$ cat config.mk
export PLATFORM = sky130hd
export DESIGN_NAME = vx_execute_packetizer
export DESIGN_NICKNAME = d
export VERILOG_FILES = /design/src/rtl/vx_execute_packetizer_pkg.sv /design/src/rtl/vx_pid_select.sv /design/src/rtl/vx_execute_packetizer.sv
export SDC_FILE = /design/constraint.sdc
export NUM_CORES = 2
export LEC_CHECK = 0
export ABC_CLOCK_PERIOD_IN_PS = 5400
export BUFFER_PORTS_ARGS = -buffer_cell sky130_fd_sc_hd__buf_2
export CORE_AREA = 2 2 464 466
export CTS_CLUSTER_DIAMETER = 150
export DETAILED_ROUTE_END_ITERATION = 8
export DIE_AREA = 0 0 466 468
export PLACE_DENSITY_LB_ADDON = 0.12
export SETUP_SLACK_MARGIN = 0.1
export SLEW_MARGIN = 20
export SYNTH_ARGS = -nofsm -noshare
export SYNTH_HDL_FRONTEND = slang
export SYNTH_SLANG_ARGS = --single-unit
export TNS_END_PERCENT = 100
$ cat constraint.sdc
create_clock -name clk -period 5.4 [get_ports clk]
set_input_delay 0.27 -clock clk [delete_from_list [all_inputs] [get_ports clk]]
set_output_delay 0.27 -clock clk [all_outputs]
set_load 0.005 [all_outputs]
$ cat src/rtl/vx_execute_packetizer_pkg.sv
// Shared types for the execute packetizer: the full-warp issue packet, the
// lane-sliced execute packet, the FSM state, and the slice builder.
package vx_execute_packetizer_pkg;

    localparam int unsigned NUM_THREADS   = 8;
    localparam int unsigned XLEN          = 32;
    localparam int unsigned EXEC_LANES    = 2;
    localparam int unsigned NUM_PKTS      = NUM_THREADS / EXEC_LANES;
    localparam int unsigned PID_WIDTH     = (NUM_PKTS > 1) ? $clog2(NUM_PKTS) : 1;
    localparam int unsigned UUID_WIDTH    = 44;
    localparam int unsigned WID_WIDTH     = 2;
    localparam int unsigned OP_TYPE_WIDTH = 4;
    localparam int unsigned OP_ARGS_WIDTH = 16;
    localparam int unsigned RD_WIDTH      = 5;
    localparam int unsigned TID_WIDTH     = $clog2(NUM_THREADS);
    localparam int unsigned INFL_WIDTH    = 4;

    typedef struct packed {
        logic [UUID_WIDTH-1:0]                  uuid;
        logic [WID_WIDTH-1:0]                   wid;
        logic [NUM_THREADS-1:0]                 tmask;
        logic [XLEN-1:0]                        pc;
        logic [OP_TYPE_WIDTH-1:0]               op_type;
        logic [OP_ARGS_WIDTH-1:0]               op_args;
        logic                                   wb;
        logic [RD_WIDTH-1:0]                    rd;
        logic [TID_WIDTH-1:0]                   tid;
        logic [NUM_THREADS-1:0][XLEN-1:0]       rs1_data;
        logic [NUM_THREADS-1:0][XLEN-1:0]       rs2_data;
        logic [NUM_THREADS-1:0][XLEN-1:0]       rs3_data;
        logic [INFL_WIDTH-1:0]                  infl_id;
    } issue_data_t;

    typedef struct packed {
        logic [UUID_WIDTH-1:0]                  uuid;
        logic [WID_WIDTH-1:0]                   wid;
        logic [EXEC_LANES-1:0]                  tmask;
        logic [XLEN-1:0]                        pc;
        logic [OP_TYPE_WIDTH-1:0]               op_type;
        logic [OP_ARGS_WIDTH-1:0]               op_args;
        logic                                   wb;
        logic [RD_WIDTH-1:0]                    rd;
        logic [TID_WIDTH-1:0]                   tid;
        logic [EXEC_LANES-1:0][XLEN-1:0]        rs1_data;
        logic [EXEC_LANES-1:0][XLEN-1:0]        rs2_data;
        logic [EXEC_LANES-1:0][XLEN-1:0]        rs3_data;
        logic [INFL_WIDTH-1:0]                  infl_id;
        logic [PID_WIDTH-1:0]                   pid;
        logic                                   sop;
        logic                                   eop;
    } execute_data_t;

    typedef enum logic {
        IDLE = 1'b0,
        SEND = 1'b1
    } pkt_state_e;

    // Build execute slice `pid` of a held warp; scalar fields pass through unchanged.
    function automatic execute_data_t make_slice(
        input issue_data_t           d,
        input logic [PID_WIDTH-1:0]  pid,
        input logic                  sop,
        input logic                  eop
    );
        execute_data_t e;
        e          = '0;
        e.uuid     = d.uuid;
        e.wid      = d.wid;
        e.pc       = d.pc;
        e.op_type  = d.op_type;
        e.op_args  = d.op_args;
        e.wb       = d.wb;
        e.rd       = d.rd;
        e.tid      = d.tid;
        e.infl_id  = d.infl_id;
        e.pid      = pid;
        e.sop      = sop;
        e.eop      = eop;
        for (int p = 0; p < int'(NUM_PKTS); p++) begin
            if (pid == PID_WIDTH'(p)) begin
                e.tmask    = d.tmask[p*EXEC_LANES +: EXEC_LANES];
                e.rs1_data = d.rs1_data[p*EXEC_LANES +: EXEC_LANES];
                e.rs2_data = d.rs2_data[p*EXEC_LANES +: EXEC_LANES];
                e.rs3_data = d.rs3_data[p*EXEC_LANES +: EXEC_LANES];
            end
        end
        return e;
    endfunction

endpackage

$ cat src/rtl/vx_pid_select.sv
// Combinational slice selector: first/last non-empty slice and the next
// non-empty slice above the current pid, via priority encode over masked nz.
module vx_pid_select #(
    parameter int unsigned NP    = 4,
    parameter int unsigned PID_W = 2
) (
    input  logic [NP-1:0]    nz,
    input  logic [PID_W-1:0] pid,
    output logic [PID_W-1:0] first_pid,
    output logic [PID_W-1:0] last_pid,
    output logic [PID_W-1:0] next_pid
);

    logic [NP-1:0] above;

    always_comb begin
        above     = '0;
        first_pid = '0;
        last_pid  = '0;
        next_pid  = '0;
        for (int p = 0; p < int'(NP); p++) begin
            above[p] = nz[p] && (PID_W'(p) > pid);
        end
        // Descending scan so the lowest set bit wins.
        for (int p = int'(NP) - 1; p >= 0; p--) begin
            if (nz[p]) first_pid = PID_W'(p);
            if (above[p]) next_pid = PID_W'(p);
        end
        for (int p = 0; p < int'(NP); p++) begin
            if (nz[p]) last_pid = PID_W'(p);
        end
    end

endmodule

$ cat src/rtl/vx_execute_packetizer.sv
// Slices a full-warp issue packet into NUM_LANES-wide execute packets tagged
// with pid/sop/eop, skipping empty slices; accepts the next warp on eop.
module vx_execute_packetizer
    import vx_execute_packetizer_pkg::*;
#(
    parameter int unsigned NUM_LANES = EXEC_LANES,
    parameter int unsigned OUT_REG   = 1
) (
    input  logic          clk,
    input  logic          reset,
    input  logic          in_valid,
    input  issue_data_t   in_data,
    output logic          in_ready,
    output logic          out_valid,
    output execute_data_t out_data,
    input  logic          out_ready
);

    localparam int unsigned NP    = NUM_THREADS / NUM_LANES;
    localparam int unsigned PID_W = PID_WIDTH;

    pkt_state_e       state_q, state_d;
    issue_data_t      hold_q;
    logic [NP-1:0]    nz_q, nz_d, nz_in;
    logic [PID_W-1:0] pid_q, pid_d;
    logic [PID_W-1:0] first_q, last_q, next_q;
    logic [PID_W-1:0] first_in, last_in, next_in_unused;
    logic             load;
    logic             out_fire;
    logic             in_fire;
    logic             eop_cur;

    // Non-empty slice flags of the incoming warp.
    always_comb begin
        nz_in = '0;
        for (int p = 0; p < int'(NP); p++) begin
            nz_in[p] = |in_data.tmask[p*NUM_LANES +: NUM_LANES];
        end
    end

    vx_pid_select #(.NP(NP), .PID_W(PID_W)) u_sel_cur (
        .nz        (nz_q),
        .pid       (pid_q),
        .first_pid (first_q),
        .last_pid  (last_q),
        .next_pid  (next_q)
    );

    vx_pid_select #(.NP(NP), .PID_W(PID_W)) u_sel_in (
        .nz        (nz_in),
        .pid       ('0),
        .first_pid (first_in),
        .last_pid  (last_in),
        .next_pid  (next_in_unused)
    );

    always_ff @(posedge clk) begin
        if (reset) begin
            state_q <= IDLE;
            pid_q   <= '0;
            nz_q    <= '0;
        end else begin
            state_q <= state_d;
            pid_q   <= pid_d;
            nz_q    <= nz_d;
        end
    end

    always_ff @(posedge clk) begin
        if (load) hold_q <= in_data;
    end

    // Next state, pid sequencing and the bubble-free accept on eop.
    always_comb begin
        state_d  = state_q;
        pid_d    = pid_q;
        load     = 1'b0;
        eop_cur  = (pid_q == last_q);
        out_fire = (state_q == SEND) && out_ready;
        in_ready = (state_q == IDLE) || (out_fire && eop_cur);
        in_fire  = in_valid && in_ready;
        case (state_q)
            IDLE: begin
                if (in_fire) begin
                    state_d = SEND;
                    pid_d   = first_in;
                    load    = 1'b1;
                end
            end
            SEND: begin
                if (out_fire) begin
                    if (!eop_cur) begin
                        pid_d = next_q;
                    end else if (in_fire) begin
                        pid_d = first_in;
                        load  = 1'b1;
                    end else begin
                        state_d = IDLE;
                        pid_d   = '0;
                    end
                end
            end
        endcase
        nz_d = load ? nz_in : nz_q;
    end

    if (OUT_REG != 0) begin : g_out_reg
        issue_data_t      hold_d;
        logic [PID_W-1:0] first_d, last_d;
        execute_data_t    data_q;
        logic             valid_q;

        always_comb begin
            hold_d  = load ? in_data  : hold_q;
            first_d = load ? first_in : first_q;
            last_d  = load ? last_in  : last_q;
        end

        // Output flops track the slice the FSM will present next cycle.
        always_ff @(posedge clk) begin
            if (reset) valid_q <= 1'b0;
            else       valid_q <= (state_d == SEND);
        end

        always_ff @(posedge clk) begin
            data_q <= make_slice(hold_d, pid_d, pid_d == first_d, pid_d == last_d);
        end

        assign out_valid = valid_q;
        assign out_data  = data_q;
    end else begin : g_out_comb
        assign out_valid = (state_q == SEND);
        assign out_data  = make_slice(hold_q, pid_q, pid_q == first_q, eop_cur);
    end

endmodule
==> impl_results.rst <==
.. list-table::
   :header-rows: 1

   * - Metric
     - Value
   * - Setup TNS
     - 0 ps
   * - IO Pins
     - around 1,200
   * - Hold WC Path Type
     - in2reg
   * - Post-Synth XOR/XNOR Area
     - 0.001076
   * - Bufs on Longest Clock Path
     - 3
   * - DRC errors left
     - 0
   * - Global-route wire length before repair
     - about 220,000 µm
   * - Type of element capturing the critical path
     - flip-flop
   * - Post-route non-filler standard cell count
     - between 7,000 and 8,000
   * - Worst path buffer plus inverter count
     - 1
   * - Detailed router's first-iteration violation count
     - around 1,100
   * - Final hold vios
     - 0
   * - Post-route antenna net violation count
     - 0
   * - Setup repair after global routing missed its margin
     - false
   * - Number of antenna violations at the first check in global routing
     - 105
   * - Clock root buffer
     - sky130_fd_sc_hd__clkbuf_16
   * - Critical path, cell by cell
     - or4_1 > nand4_1 > nand2_4 > buf_4 > mux2_2 > mux2_1 > mux2_2
   * - FP Rows
     - 170
   * - FF+latch count, synth
     - between 1,000 and 1,500
   * - Pin count of the biggest net entering global routing
     - between 100 and 150
   * - Ys async rst share
     - 0
   * - Share of the synthesized area in compound gates (AO/OA/AOI/OAI)
     - 0.003722
   * - Synth cell types
     - between 40 and 50
   * - Dominant combinational cell family by area after synthesis
     - multiplexers
   * - Post-synthesis sequential area ratio
     - 0.5647
   * - Die area
     - ~220,000 µm²
   * - Ratio of cells with drive above 1 in the final layout
     - 0.5409
   * - Highest ir drop seen on vdd
     - between 0.0003 and 0.0004 V
   * - Predominant post-synthesis flop cell
     - sky130_fd_sc_hd__dfxtp_1
   * - Cells after synthesis
     - between 2,000 and 3,000
   * - Total of warnings raised by yosys
     - 0
   * - Setup Skew
     - 39.17 ps
   * - HPWL after detailed placement
     - roughly 120,000 µm
   * - Period minus WS final
     - between 3000 and 4000 ps
   * - Worst skew pair latency
     - around 800 ps
   * - Relative max-transition margin
     - 0.3115
   * - Die Span X
     - 466 µm
   * - Simple logic cell fraction of the synthesized area
     - 0.006336
   * - Number of nets in the final layout
     - ~5,700
   * - Via density per instance
     - roughly 3.7
   * - Chip Height
     - 468 µm
   * - Post-synthesis share of cell area spent on full adders, half adders and majority gates
     - 0
   * - Commonest non-fill, non-tap cell in the layout
     - sky130_fd_sc_hd__buf_2
   * - CP arrival
     - between 4000 and 5000 ps
   * - Netlist area before placement
     - 40,680 µm²
   * - Status
     - finished, final reports clean
   * - Post-synth EDFFs
     - approximately 110
   * - Total number of vias
     - 28,841
   * - Most used cell, CP
     - sky130_fd_sc_hd__mux2_2
   * - Hold buffer count at cts
     - approximately 900
   * - Number of buffers inserted by port buffering
     - around 1,200
   * - Vias in the first global route
     - slightly above 30,000
   * - Critical-path cell with the highest stage delay
     - sky130_fd_sc_hd__buf_4
   * - Pins over their slew limit
     - 0
   * - Number of clock sinks
     - 1,092
   * - Family of cells with the greatest summed delay on the critical path
     - multiplexers
   * - Syn Nets
     - between 3,000 and 4,000
   * - GP Congestion
     - between 0.8 and 0.9
   * - Number of setup buffers added after CTS
     - 0
   * - Mean instance size in the synthesized netlist
     - between 10 and 15 µm²
   * - Number of gates resized after CTS
     - 0
   * - Total detailed-routing wirelength
     - 158,700 µm
   * - Tcrit/Tclk final
     - 0.6793
   * - Share of cell area taken by muxes after synthesis
     - 0.3781
   * - Static Leakage
     - ~26 nW
   * - Critical Path Source Type
     - flip-flop
   * - Clock slew at the register clock pins of the worst setup and hold paths
     - 60 ps
   * - Count of endpoints failing setup in the final report
     - 0
   * - Iteration count of the initial detailed-routing pass
     - 4
   * - CP max FO
     - 73
   * - Power density normalized to cell area
     - between 400 and 500 nW/µm²
   * - Leftover overflow at the end of global routing
     - 0
   * - WL/cell
     - approximately 20 µm
   * - Total routing usage reported by global routing
     - 0.1404
   * - Pin slew with the least headroom to its limit
     - just over 1000 ps
   * - Critical path type
     - reg2reg
   * - Layout area overhead
     - 53.43%
   * - Max frequency
     - ~270 MHz
   * - Starting density of the core
     - 0.1907
   * - Maximum single-stage delay on the critical path
     - 880 ps
   * - Critical Path RT
     - 6070 ps
   * - Placed instance count
     - roughly 6,600
   * - Core footprint
     - 213,300 µm²
   * - TritonCTS buffer count
     - 141
   * - Clock tree from TritonCTS
     - yes
   * - Commonest cells after routing, fill and taps aside
     - 1,201 x sky130_fd_sc_hd__buf_2, 1,193 x sky130_fd_sc_hd__mux2_2, 981 x sky130_fd_sc_hd__dfxtp_1, 890 x sky130_fd_sc_hd__dlygate4sd3_1, 156 x sky130_fd_sc_hd__mux2_1
   * - Number of levels the H-tree was split into
     - 4
   * - Maximum Capacitance Violations
     - 0
==> routing by layer <==
metal / wire length, µm / global-route usage
met1: 64210 / 0.1593
met2: 78040 / 0.2448
met3: 12290 / 0.05344
met4: 3708 / 0.03734
met5: 483 / 0
==> layout make-up <==
class / count / area (µm²)
inverters: 7 / 28.78
clock buffers: 212 / 4200
fillers: 22246 / 150900
repair buffers: 2120 / 15320
flip-flops and latches: 1092 / 22970
diodes: 49 / 122.6
multi-input cells: 1433 / 15850
clock inverters: 37 / 366.6
well taps: 2838 / 3551
==> cell usage after synthesis, types with 2 or more instances <==
cell	number	area, µm²
sky130_fd_sc_hd__mux2_2	1193	13430
sky130_fd_sc_hd__dfxtp_1	981	19640
sky130_fd_sc_hd__mux2_1	156	1757
sky130_fd_sc_hd__buf_4	111	833.3
sky130_fd_sc_hd__edfxtp_1	111	3333
sky130_fd_sc_hd__buf_2	82	410.4
sky130_fd_sc_hd__buf_6	43	484.2
sky130_fd_sc_hd__clkbuf_1	23	86.33
sky130_fd_sc_hd__nor2_1	13	48.80
sky130_fd_sc_hd__mux2_4	10	150.1
sky130_fd_sc_hd__buf_1	9	33.78
sky130_fd_sc_hd__a21oi_1	8	40.04
sky130_fd_sc_hd__inv_1	6	22.52
sky130_fd_sc_hd__nor3_1	6	30.03
sky130_fd_sc_hd__xnor2_1	5	43.79
sky130_fd_sc_hd__mux2i_1	4	40.04
sky130_fd_sc_hd__nand2_1	4	15.01
sky130_fd_sc_hd__o21ai_0	4	20.02
sky130_fd_sc_hd__a211oi_1	3	22.52
sky130_fd_sc_hd__nor2b_1	3	18.77
sky130_fd_sc_hd__nand2b_1	2	12.51
sky130_fd_sc_hd__nor4_1	2	12.51
sky130_fd_sc_hd__or4_1	2	15.01
==> power breakdown <==
part           internal [mW]  switching [mW]
registers               10.3           0.491
clock network           5.48            3.85
logic                   3.64            2.81
total                   19.4            7.15
==> final timing paths <==
path,from,to,slack (ps),cells past startpoint
worst max register to register,pid_q[1],out_data[107],1730,7
worst min-delay path,out_ready,out_valid,120,4
worst max-delay path,pid_q[1],out_data[107],1730,7
worst min register to register,hold_q[750],hold_q[750],460,1
==> stage by stage <==
stage          utilization  hold slack (ps)  area, µm²  power [mW]  setup slack [ps]
6_report            0.2926            120.5      62410       26.54              1732
5_1_grt             0.2923            87.00      62360       28.08              1414
4_1_cts             0.2920            14.83      62290       27.23              1633
3_5_place_dp        0.2288            448.1      48820       16.99              1660
3_3_place_gp        0.2288            447.5      48820       16.94              1700
2_1_floorplan            -            339.1      40680       14.68             324.9
==> state kept, by name, indices dropped and copies added (netlist names) <==
name       count
pid_q          2
hold_q       776
out_data     309
nz_q           4
out_valid      1
==> tightest hold or removal path: stages <==
cell and delay (ps):
sky130_fd_sc_hd__buf_2 160, sky130_fd_sc_hd__nand2_1 140, sky130_fd_sc_hd__a21oi_1 140, sky130_fd_sc_hd__a21oi_1 140
==> cells by family (layout without fill, tap and decap cells) <==
| group | count (synthesis) | in the layout |
|---|---|---|
| other cells | 0 | 49 |
| mux | 1363 | 1363 |
| flops | 1092 | 1092 |
| buf+inv | 275 | 2376 |
| simple gates | 44 | 44 |
| xor+xnor | 5 | 5 |
| compound gates | 21 | 21 |
(Power assumes the default switching activity.)
